--- config.mk ---
export PLATFORM = sky130hd
export DESIGN_NAME = ula_seq_ctrl
export DESIGN_NICKNAME = d
export VERILOG_FILES = /design/src/rtl/ula_pkg.sv /design/src/rtl/ula.sv /design/src/rtl/ula_seq_ctrl.sv
export SDC_FILE = /design/constraint.sdc
export NUM_CORES = 1
export LEC_CHECK = 0
export ABC_AREA = 1
export CAP_MARGIN = 5
export CORE_MARGIN = 3
export CORE_UTILIZATION = 35
export CTS_BUF_LIST = sky130_fd_sc_hd__clkbuf_16
export DETAILED_ROUTE_END_ITERATION = 8
export HOLD_SLACK_MARGIN = 0.03
export PLACE_DENSITY = 0.66
export SLEW_MARGIN = 0
export SYNTH_ARGS = -nofsm -noshare
export SYNTH_HDL_FRONTEND = slang
export SYNTH_SLANG_ARGS = --single-unit
--- constraint.sdc ---
create_clock -name clk -period 7 [get_ports clk]
set_clock_uncertainty 0.05 [all_clocks]
set_input_delay 0.7 -clock clk [delete_from_list [all_inputs] [get_ports clk]]
set_output_delay 0.7 -clock clk [all_outputs]
set_load 0.02 [all_outputs]
--- src/rtl/ula_pkg.sv ---
// ula_pkg: shared types and constants for the ula command sequencer.
//   op_t    : command opcodes as carried on cmd_op
//   state_t : sequencer states
//   FLG_*   : bit positions inside rsp_flags ({C, N, Z})
//   MUL_STEPS : shift-add iterations for an 8x8 multiply
package ula_pkg;

    typedef enum logic [1:0] {
        OP_ADD = 2'b00,
        OP_SUB = 2'b01,
        OP_MUL = 2'b10,
        OP_CMP = 2'b11
    } op_t;

    typedef enum logic [1:0] {
        IDLE   = 2'b00,
        MUL_IT = 2'b01,
        RESP   = 2'b10
    } state_t;

    localparam int unsigned FLG_Z     = 0;
    localparam int unsigned FLG_N     = 1;
    localparam int unsigned FLG_C     = 2;
    localparam int unsigned MUL_STEPS = 8;

endpackage

--- src/rtl/ula.sv ---
// ula: 8-bit combinational add/sub unit.
//   A, B : operands
//   op   : 0 = A + B, 1 = A - B
//   S    : 8-bit result (carry/borrow not exported; derived by the caller)
module ula (
    input  logic [7:0] A,
    input  logic [7:0] B,
    input  logic       op,
    output logic [7:0] S
);

    assign S = op ? (A - B) : (A + B);

endmodule

--- src/rtl/ula_seq_ctrl.sv ---
// ula_seq_ctrl: command sequencer around a single ula instance.
// Accepts ADD/SUB/CMP (single cycle) and MUL (8-step shift-add) commands
// and returns a 16-bit result with {C, N, Z} flags.
//   clk, rst_n           : clock, asynchronous active-low reset
//   cmd_valid/cmd_ready  : command handshake (ready only in IDLE)
//   cmd_op, cmd_a, cmd_b : opcode and operands, captured on accept
//   rsp_valid/rsp_ready  : response handshake, response held until accepted
//   rsp_data, rsp_flags  : result and {C, N, Z}
//   rsp_err              : MUL issued with MUL_EN = 0
module ula_seq_ctrl
    import ula_pkg::*;
#(
    parameter bit MUL_EN = 1'b1
) (
    input  logic        clk,
    input  logic        rst_n,
    input  logic        cmd_valid,
    output logic        cmd_ready,
    input  logic [1:0]  cmd_op,
    input  logic [7:0]  cmd_a,
    input  logic [7:0]  cmd_b,
    output logic        rsp_valid,
    input  logic        rsp_ready,
    output logic [15:0] rsp_data,
    output logic [2:0]  rsp_flags,
    output logic        rsp_err
);

    state_t     state_q, state_d;
    op_t        op_q;
    logic [7:0] a_q, b_q;
    logic [7:0] hi_q, lo_q;
    logic [2:0] cnt_q;
    logic       err_q;

    logic       accept;
    logic [7:0] ula_a, ula_b, ula_s;
    logic       ula_op;
    logic [7:0] step_sum;
    logic       step_c;

    assign cmd_ready = (state_q == IDLE);
    assign accept    = cmd_valid && cmd_ready;

    always_comb begin
        state_d = state_q;
        unique case (state_q)
            IDLE: begin
                if (accept) begin
                    if ((op_t'(cmd_op) == OP_MUL) && MUL_EN)
                        state_d = MUL_IT;
                    else
                        state_d = RESP;
                end
            end
            MUL_IT: if (cnt_q == 3'(MUL_STEPS - 1)) state_d = RESP;
            RESP:   if (rsp_ready) state_d = IDLE;
            default: state_d = IDLE;
        endcase
    end

    // The ula sees hi/multiplicand while iterating, otherwise the captured
    // operands; op is only asserted while a SUB/CMP result is presented.
    always_comb begin
        ula_a  = a_q;
        ula_b  = b_q;
        ula_op = 1'b0;
        if (state_q == MUL_IT) begin
            ula_a = hi_q;
            ula_b = a_q;
        end else if ((state_q == RESP) && ((op_q == OP_SUB) || (op_q == OP_CMP))) begin
            ula_op = 1'b1;
        end
    end

    ula u_ula (
        .A  (ula_a),
        .B  (ula_b),
        .op (ula_op),
        .S  (ula_s)
    );

    // One shift-add step: the 9-bit {c, sum} is shifted right through lo.
    assign step_sum = lo_q[0] ? ula_s : hi_q;
    assign step_c   = lo_q[0] && (ula_s < hi_q);

    always_ff @(posedge clk or negedge rst_n) begin
        if (!rst_n) begin
            state_q <= IDLE;
            op_q    <= OP_ADD;
            a_q     <= '0;
            b_q     <= '0;
            hi_q    <= '0;
            lo_q    <= '0;
            cnt_q   <= '0;
            err_q   <= 1'b0;
        end else begin
            state_q <= state_d;
            if (accept) begin
                op_q  <= op_t'(cmd_op);
                a_q   <= cmd_a;
                b_q   <= cmd_b;
                hi_q  <= '0;
                lo_q  <= cmd_b;
                cnt_q <= '0;
                err_q <= (op_t'(cmd_op) == OP_MUL) && !MUL_EN;
            end else if (state_q == MUL_IT) begin
                hi_q  <= {step_c, step_sum[7:1]};
                lo_q  <= {step_sum[0], lo_q[7:1]};
                cnt_q <= cnt_q + 3'd1;
            end
        end
    end

    // Response is a function of held registers only, so it is stable
    // for as long as RESP is held by backpressure.
    always_comb begin
        rsp_valid = (state_q == RESP);
        rsp_data  = '0;
        rsp_flags = '0;
        rsp_err   = 1'b0;
        if (state_q == RESP) begin
            if (err_q) begin
                rsp_err = 1'b1;
            end else if (op_q == OP_MUL) begin
                rsp_data         = {hi_q, lo_q};
                rsp_flags[FLG_Z] = ({hi_q, lo_q} == 16'h0000);
                rsp_flags[FLG_N] = hi_q[7];
                rsp_flags[FLG_C] = (hi_q != 8'h00);
            end else begin
                rsp_flags[FLG_Z] = (ula_s == 8'h00);
                rsp_flags[FLG_N] = ula_s[7];
                if (op_q == OP_ADD) begin
                    rsp_data         = {8'h00, ula_s};
                    rsp_flags[FLG_C] = (ula_s < a_q);
                end else begin
                    if (op_q == OP_SUB) rsp_data = {8'h00, ula_s};
                    rsp_flags[FLG_C] = (a_q < b_q);
                end
            end
        end
    end

endmodule

; ---- Word level (Yosys, flattened, before mapping)
; Cells that the tools add are included.
[word_totals]
reg_bits = 39
wordCells = 58
output_inout_bits = 22
input_bits = 22
[op_classes]
n_reduce_logical = 11
mux = 24
order_cmp = 3
n_eq_ne = 10
add_sub_neg = 3
[op_table]
columns = op, n
row1 = 8-bit two-way mux, 10
row2 = 16-bit two-way mux, 2
row3 = 8-bit less-than comparator, 3
row4 = 16-bit logical NOT, 1
row5 = 3-bit two-way mux, 4
row6 = 8-bit adder, 1
row7 = "2-bit equality test, second input constant", 4
row8 = 8-bit logical NOT, 1
row9 = 2-bit two-way mux, 4
row10 = 8-bit nonzero test, 1
row11 = 8-bit subtractor, 1
row12 = 2-bit one-hot mux with 3 select lines, 1
row13 = "2-bit by 1-bit equality test with 1-bit output, second input constant", 2
row14 = 2-bit logical NOT, 2
row15 = "2-bit by 1-bit inequality test with 1-bit output, second input constant", 2
row16 = "3-bit by 1-bit adder with 3-bit output, second input constant", 1
row17 = "3-bit equality test, second input constant", 1
row18 = 1-bit logical AND, 3
row19 = 1-bit two-way mux, 3
row20 = 3-bit AND reduction, 1
row21 = "2-bit inequality test, second input constant", 1
row22 = 2-bit nonzero test, 1
row23 = 1-bit logical OR, 1

; ---- Depth between registers and ports, before layout
; Gate-level depths: netlist of run 1.
[depth]
ltp_word = 10
depth_mapped = 26
mapped_depth_nobuf = 25

; ---- By module
; From an unflattened synthesis of run 1, not the netlist that was laid out.
[hier_totals]
hier_cells = 422
area_unflattened_um2 = 3098.0
[by_module_without_submodules]
columns = mod, n_inst, cells_each, seq_area_each_um2, area_each_um2
row1 = ula_seq_ctrl, 1, 332, 975.9, 2585.0
row2 = ula, 1, 90, 0.0, 513.0

; ---- Worst setup path after synthesis of run 1
; Ideal clock, no wire load.
[synth_path]
path_type = register to output
startpoint = register state_q[1]
endpoint = output port rsp_flags[2]
arrival_ns = 3.418
path_buffers = 0
stages_incl_launch_ff = 22
path_slack_ns = 2.832
required_ns = 6.250
path_cell_list = dfrtp_1 inv_2 nor2_2 nand2_1 inv_1 a21oi_1 xor2_1 ha_1 a21oi_1 nand2b_1 nand3_1 a21boi_0 nand3_1 nand2_2 ha_1 nand2_1 inv_1 nand4_1 o211ai_1 nand3_1 nand2_1 nor2_1
[synth_via]
elab_chain_cells = 9
word_cells_on_any_way = 14
cone_classes = add/sub (2) / order compare (1) / eq/ne (2) / mux (8) / reduce/logical (1)
[synth_rtl]
columns = element, line
row1 = from (decl), ula_seq_ctrl.sv:29  ; state_t state_q, state_d;
row2 = from (signal assigned), ula_seq_ctrl.sv:98  ; state_q <= state_d;
row3 = 2-bit equality test *, n/a
row4 = via rsp_valid, ula_seq_ctrl.sv:22  ; output logic rsp_valid,
row5 = 1-bit logical AND, ula_seq_ctrl.sv:71  ; end else if ((state_q == RESP) && ((op_q == OP_SUB) || (op_q == OP_CMP))) begin
row6 = 1-bit two-way mux, ula_seq_ctrl.sv:71
row7 = 1-bit two-way mux, ula_seq_ctrl.sv:68  ; if (state_q == MUL_IT) begin
row8 = 8-bit two-way mux, ula.sv:12  ; assign S = op ? (A - B) : (A + B);
row9 = 8-bit less-than comparator, ula_seq_ctrl.sv:135  ; rsp_flags[FLG_C] = (ula_s < a_q);
row10 = 1-bit two-way mux, ula_seq_ctrl.sv:133  ; if (op_q == OP_ADD) begin
row11 = 3-bit two-way mux, ula_seq_ctrl.sv:125  ; end else if (op_q == OP_MUL) begin
row12 = 3-bit two-way mux *, ula_seq_ctrl.sv:122  ; if (state_q == RESP) begin
row13 = to (decl), ula_seq_ctrl.sv:25  ; output logic [2:0] rsp_flags,
; The timed path passes the listed nets; every way through them passes the cells marked *.

; ---- Worst setup path in the final report of run 1
[layout_path]
startpoint = register state_q[0]
endpoint = output port rsp_flags[2]
[layout_via]
elab_chain_cells = 9
word_cells_on_any_way = 14
cone_classes = add/sub (2) / order compare (1) / eq/ne (2) / mux (8) / reduce/logical (1)
[layout_rtl]
columns = element, line
row1 = branches (longest 8 deep; another with 8-bit adder), n/a
row2 = 3-bit two-way mux *, ula_seq_ctrl.sv:122
; Mark *: on every way between the ends.

==> impl_metrics.tcl, run 1 <==
set metrics [dict create \
    cp_data_required_time_ps 6250 \
    synth_common_cells "nand2_1 (94), inv_1 (59), dfrtp_1 (39), o21ai_0 (35), a21oi_1 (33)" \
    routedWlPerCell_um 15.2 \
    synth_fp_nets 470 \
    fin_tns_setup_ps 0 \
    clockBufferDepth 2 \
    ys_seq_area_frac 0.317 \
    max_freq_mhz 187 \
    grt_overflow 0 \
    htreeDepth 2 \
    hold_viol 0 \
    synth_top_cell_area_share 0.317 \
    cts_sinks 39 \
    rsz0062_at_grt "false" \
    vias 2961 \
    crit_fanout 9 \
    tightestPinTransition_ps 867 \
    area_delta_synth_final_pct 20.0 \
    initial_utilization 0.367 \
    grt_pass1_wl_um 13800 \
    cts_setup_buffers 0 \
    post_cts_resized 0 \
    core_area_sq_um 8380 \
    yosys_warnings 0 \
    diodes 0 \
    synth.avg_cell_area_sq_um 7.38 \
    setup_violations 0 \
    maxCapViolCount 0 \
    drt_iter0_markers 225 \
    cts_hold_buf 0 \
    synth_cells 417 \
    synth.distinct_cells 43 \
    ys.flop_type "dfrtp_1" \
    gp_congestion 0.964 \
    io_buffers 42 \
    ant_nets 0 \
    fill_cells 831 \
    hp-class "reg2reg" \
    nets 506 \
    num_io_pins 44 \
    synth_edf_count 0 \
    cts_tree "yes" \
    clock-root-buffer "clkbuf_16" \
    synthArstFlopShare 1.00 \
    numCtsBuffers 5 \
    drc_errors 0 \
    multiInputGateArea_sq_um 1780 \
    grt_util_all_layers 0.174 \
    grt_pass1_vias 2712 \
    postRouteWirelength_um 8510 \
    ys_ff_latch 39 \
    maxSlewHeadroom 0.422 \
    die-area_sq_um 9960 \
    vias_per_cell 5.30 \
    fp.dieH_um 99.8 \
    outcome "completed" \
    dp_hpwl_um 6720 \
    std_cell_rows 33 \
    synth_top_area_cell "dfrtp_1" \
    first_pass_iters 5 \
    antenna_found_initial 0 \
    final_max_slew_viol_count 0 \
    crit_path_end_kind "output pin" \
    whs_ps 461 \
    synth.most_common_cell "nand2_1" \
    cp-start-kind "flop" \
    drive_gt1_frac 0.0639 \
    clkTransAtPathRegs_ps 60 \
    clock_latency_ps 290 \
    timing_worst_setup_path_type "reg2out" \
    synthTopCellsByArea "dfrtp_1 (32%), ha_1 (12%), nand2_1 (11%)" \
    period_share 0.766 \
    ff_latch_area_sq_um 976 \
    cp.arrival_ps 4610 \
    die_x_um 99.8 \
    synth_area_sq_um 3080 \
    min_period_ps 5360 \
    grt_max_degree 40 \
]
-- final timing paths --
| kind | end | depth (start not counted) | slack [ps] | from |
|---|---|---|---|---|
| min | cnt_q[2] | 1 | 460 | cnt_q[2] |
| min reg2reg | cnt_q[2] | 1 | 460 | cnt_q[2] |
| max reg2reg | hi_q[7] | 20 | 3330 | state_q[0] |
| min in group asynchronous | a_q[5] | 1 | 470 | rst_n |
| max | rsp_flags[2] | 23 | 1640 | state_q[0] |
| max in group asynchronous | hi_q[5] | 1 | 5880 | rst_n |
-- registers in the layout, summed over array words and instances, names as in the netlist --
| name | count |
|---|---|
| cnt_q | 3 |
| a_q | 8 |
| lo_q | 8 |
| op_q | 2 |
| state_q | 2 |
| b_q | 8 |
| hi_q | 8 |
-- cell families (layout without fill, tap and decap cells) --
kind of cell / count (synthesis) / in the layout / share of synthesized area
and+or+nand+nor: 168 / 168 / 0.250
AOI/OAI and AO/OA: 93 / 93 / 0.174
buffers and inverters: 77 / 114 / 0.104
DFF: 39 / 39 / 0.317
adders and majority gates: 31 / 31 / 0.128
xor gates and xnor gates: 8 / 8 / 0.0252
other: 1 / 1 / 0.00122
-- metrics by stage --
step                area, sq um  cells  worst slack (ps)   util
floorplan                  3080    417              2830      -
global placement           3540    551              2120  0.423
detailed placement         3540    551              2050  0.423
CTS                        3690    559              1690  0.441
global route               3690    559              1180  0.441
finish                     3690    559              1640  0.441
-- worst max-delay path: stages, from the launching register on --
cell and delay (ps):
dfrtp_1 570, inv_2 90, nor2_4 220, nand2_1 80
nand2_1 110, nand3_1 120, nor2_1 140, a21oi_1 110
a21oi_1 160, xor2_1 170, ha_1 290, a21oi_1 180
a21boi_0 320, nand3_1 200, nand2_2 140, ha_1 250
nand2_1 90, inv_1 50, nand4_1 80, o211ai_1 90
nand3_1 70, nand2_1 60, nor2_1 130, clkdlybuf4s50_1 620
-- layout make-up --
| class | count | area share |
|---|---|---|
| Clock buffer | 5 | 0.0339 |
| Clock inverter | 3 | 0.00644 |
| Inverter | 64 | 0.0650 |
| Multi-Input combinational cell | 301 | 0.482 |
| Sequential cell | 39 | 0.264 |
| Tap cell | 105 | 0.0356 |
| Timing Repair Buffer | 42 | 0.112 |
-- cells in the final DEF (no fill, tap or decap), types with 2 or more instances in the layout --
| master | n |
|---|---|
| a21boi_0 | 2 |
| a21oi_1 | 33 |
| a22o_1 | 2 |
| clkbuf_16 | 5 |
| clkdlybuf4s50_1 | 41 |
| clkinvlp_4 | 2 |
| dfrtp_1 | 39 |
| ha_1 | 30 |
| inv_1 | 59 |
| inv_2 | 4 |
| nand2_1 | 94 |
| nand2_2 | 4 |
| nand2_4 | 2 |
| nand3_1 | 19 |
| nand3b_1 | 2 |
| nand4_1 | 9 |
| nor2_1 | 19 |
| nor2_2 | 2 |
| nor3_1 | 9 |
| nor4_1 | 2 |
| o211ai_1 | 3 |
| o21ai_0 | 35 |
| o221ai_1 | 7 |
| o22ai_1 | 5 |
| or2_2 | 2 |
| xnor2_1 | 2 |
| xor2_1 | 5 |
-- per-layer routing --
| layer | global-route usage | wire length [um] | part of all wire | vias up |
|---|---|---|---|---|
| li1 | - | - | - | 1465 |
| met1 | 0.242 | 3890 | 0.46 | 1378 |
| met2 | 0.272 | 3900 | 0.46 | 99 |
| met3 | 0.0243 | 430 | 0.051 | 19 |
| met4 | 0.0735 | 280 | 0.033 | 0 |
| met5 | 0 | 0 | 0 | - |
Power of run 1 is left out: the tool's default activity adds up to more than one toggle a clock period on the data nets, which glitch-free logic cannot reach.
==> run 2: changes to the inputs <==
Clock period 7 ns to 5.07 ns, I/O delays scaled along.
==> run 2 against run 1 <==
  * Global-route usage about the same
  * Largest cell class unchanged
  * Hold slack worse by 170 ps
  * Via count up 1.6%
  * Critical path depth down 1
==> impl_metrics.tcl, run 2 (synthesis gave the netlist of run 1 again) <==
set metrics [dict create \
    outcome "completed" \
    num_io_pins 44 \
    grt_pass1_wl_um 13900 \
    cp-start-kind "flop" \
    crit_chain "inv_2 > nand2_8 > o21ai_2 > nand3_1 > nor2_1 > a21oi_1 > a21oi_1 > xor2_1 > ha_1 > a21oi_1 > a21boi_1 > nand3_1 > nand2_2 > ha_1 > nand2_1 > inv_1 > nand4_1 > o211ai_1 > nand3_1 > nand2_1 > nor2_1 > dlymetal6s2s_1" \
    whs_ps 287 \
    initial_utilization 0.367 \
    io_buffers 42 \
    cp.arrival_ps 4180 \
    hold_viol 0 \
    tightestPinTransition_ps 868 \
    regToRegSetupSlack_ps 1440 \
    ff_latch_area_sq_um 977 \
    fin_tns_setup_ps 0 \
    max_freq_mhz 211 \
    period_share 0.934 \
    mostFrequentLayoutCells "nand2_1 (94), inv_1 (59), clkdlybuf4s50_1 (40)" \
    core_area_sq_um 8380 \
    gp_congestion 0.964 \
    clkTransAtPathRegs_ps 60 \
    diodes 0 \
    fill_cells 841 \
    nets 506 \
    drt_iter0_markers 241 \
    drive_gt1_frac 0.0661 \
    cts_hold_buf 0 \
    grt_overflow 0 \
    fp.dieH_um 99.8 \
    min_period_ps 4730 \
    multiInputGateArea_sq_um 1780 \
    r2r-end "hi_q[7]" \
    final_common_cell "nand2_1" \
    grt_pass1_vias 2789 \
    final_max_slew_viol_count 0 \
    cp.buffers_inverters 3 \
    cts_tree "yes" \
    htreeDepth 2 \
    cts_setup_buffers 0 \
    crit_path_end_kind "output pin" \
    die_x_um 99.8 \
    routedWlPerCell_um 15.3 \
    slowest_stage "dfrtp_1" \
    first_pass_iters 5 \
    postRouteWirelength_um 8570 \
    r2r-start "state_q[1]" \
    numCtsBuffers 5 \
    vias_per_cell 5.38 \
    cp_data_required_time_ps 4510 \
    rr_worst_depth 19 \
    std_cell_rows 33 \
    vias 3009 \
    clock-root-buffer "clkbuf_16" \
    cp_top_family "simple AND/OR/NAND/NOR gates" \
    die-area_sq_um 9960 \
    antenna_found_initial 0 \
    hp-class "in2async" \
    maxCapViolCount 0 \
    grt_util_all_layers 0.175 \
    rsz0062_at_grt "false" \
    drc_errors 0 \
    cp_slowest_stage_delay_ps 430 \
    cts_sinks 39 \
    clockBufferDepth 2 \
    crit_fanout 36 \
    clock_latency_ps 290 \
    startpoint "state_q[1]" \
    area_delta_synth_final_pct 20.1 \
    placed_area_sq_um 3540 \
    ant_nets 0 \
    setup_violations 0 \
    maxSlewHeadroom 0.421 \
    grt_max_degree 40 \
    timing_worst_setup_path_type "reg2out" \
    final_area_sq_um 3700 \
    dp_hpwl_um 6730 \
]
-- run 2: changes by cell type in the layout (fill, tap and decap cells not counted), sizes merged --
cell,change
clkdlybuf4s50,-1
dlymetal6s2s,+1
-- run 2: worst max path at each step --
| stage | end | slack (ps) | cells after the start |
|---|---|---|---|
| after floorplan | rsp_flags[2] | 1100 | 21 |
| after global placement | rsp_flags[2] | 380 | 21 |
| after detailed placement | rsp_flags[2] | 260 | 21 |
| after CTS | rsp_flags[2] | 7 | 22 |
| after global routing | rsp_flags[2] | 7 | 22 |
| final | rsp_flags[2] | 340 | 22 |
-- run 2: final cells by class --
cell class,instances,share of cell area
inverter,64,0.0650
multi-input combinational,301,0.482
sequential,39,0.264
timing repair buffer,42,0.113
clock inverter,3,0.00643
tap,105,0.0355
clock buffer,5,0.0338
-- run 2: routing by layer --
layer  share of wire  GRT usage
met1            0.45      0.239
met4           0.023     0.0578
met3           0.056     0.0208
met2            0.47      0.286
met5               0          0
-- run 2: per-stage QoR --
| stage | util | setup WS [ps] | std cells |
|---|---|---|---|
| global placement | 0.423 | 384 | 551 |
| CTS | 0.441 | 7.12 | 559 |
| detailed placement | 0.423 | 262 | 551 |
| global route | 0.441 | 7.37 | 559 |
| floorplan | - | 1100 | 417 |
| finish | 0.441 | 336 | 559 |
-- run 2: worst register-to-register path: stages, from the launching register on --
cell	delay [ps]
dfrtp_1	430
inv_2	180
nand2_8	180
o21ai_2	250
nand3_1	150
nor2_1	150
a21oi_1	110
a21oi_1	170
xor2_1	170
ha_1	290
a21oi_1	190
a21boi_1	250
nand3_1	170
nand2_2	140
ha_1	260
nand2_1	100
inv_1	40
nand4_1	80
o2111ai_1	90
o21ai_0	90
-- run 2: repair_timing --
item                                   in CTS  in global routing
setup endpoints to repair                   1                  1
endpoints found under the hold margin       0                  0
resized for setup                           2                  1
Power of run 2 is left out for the same reason.
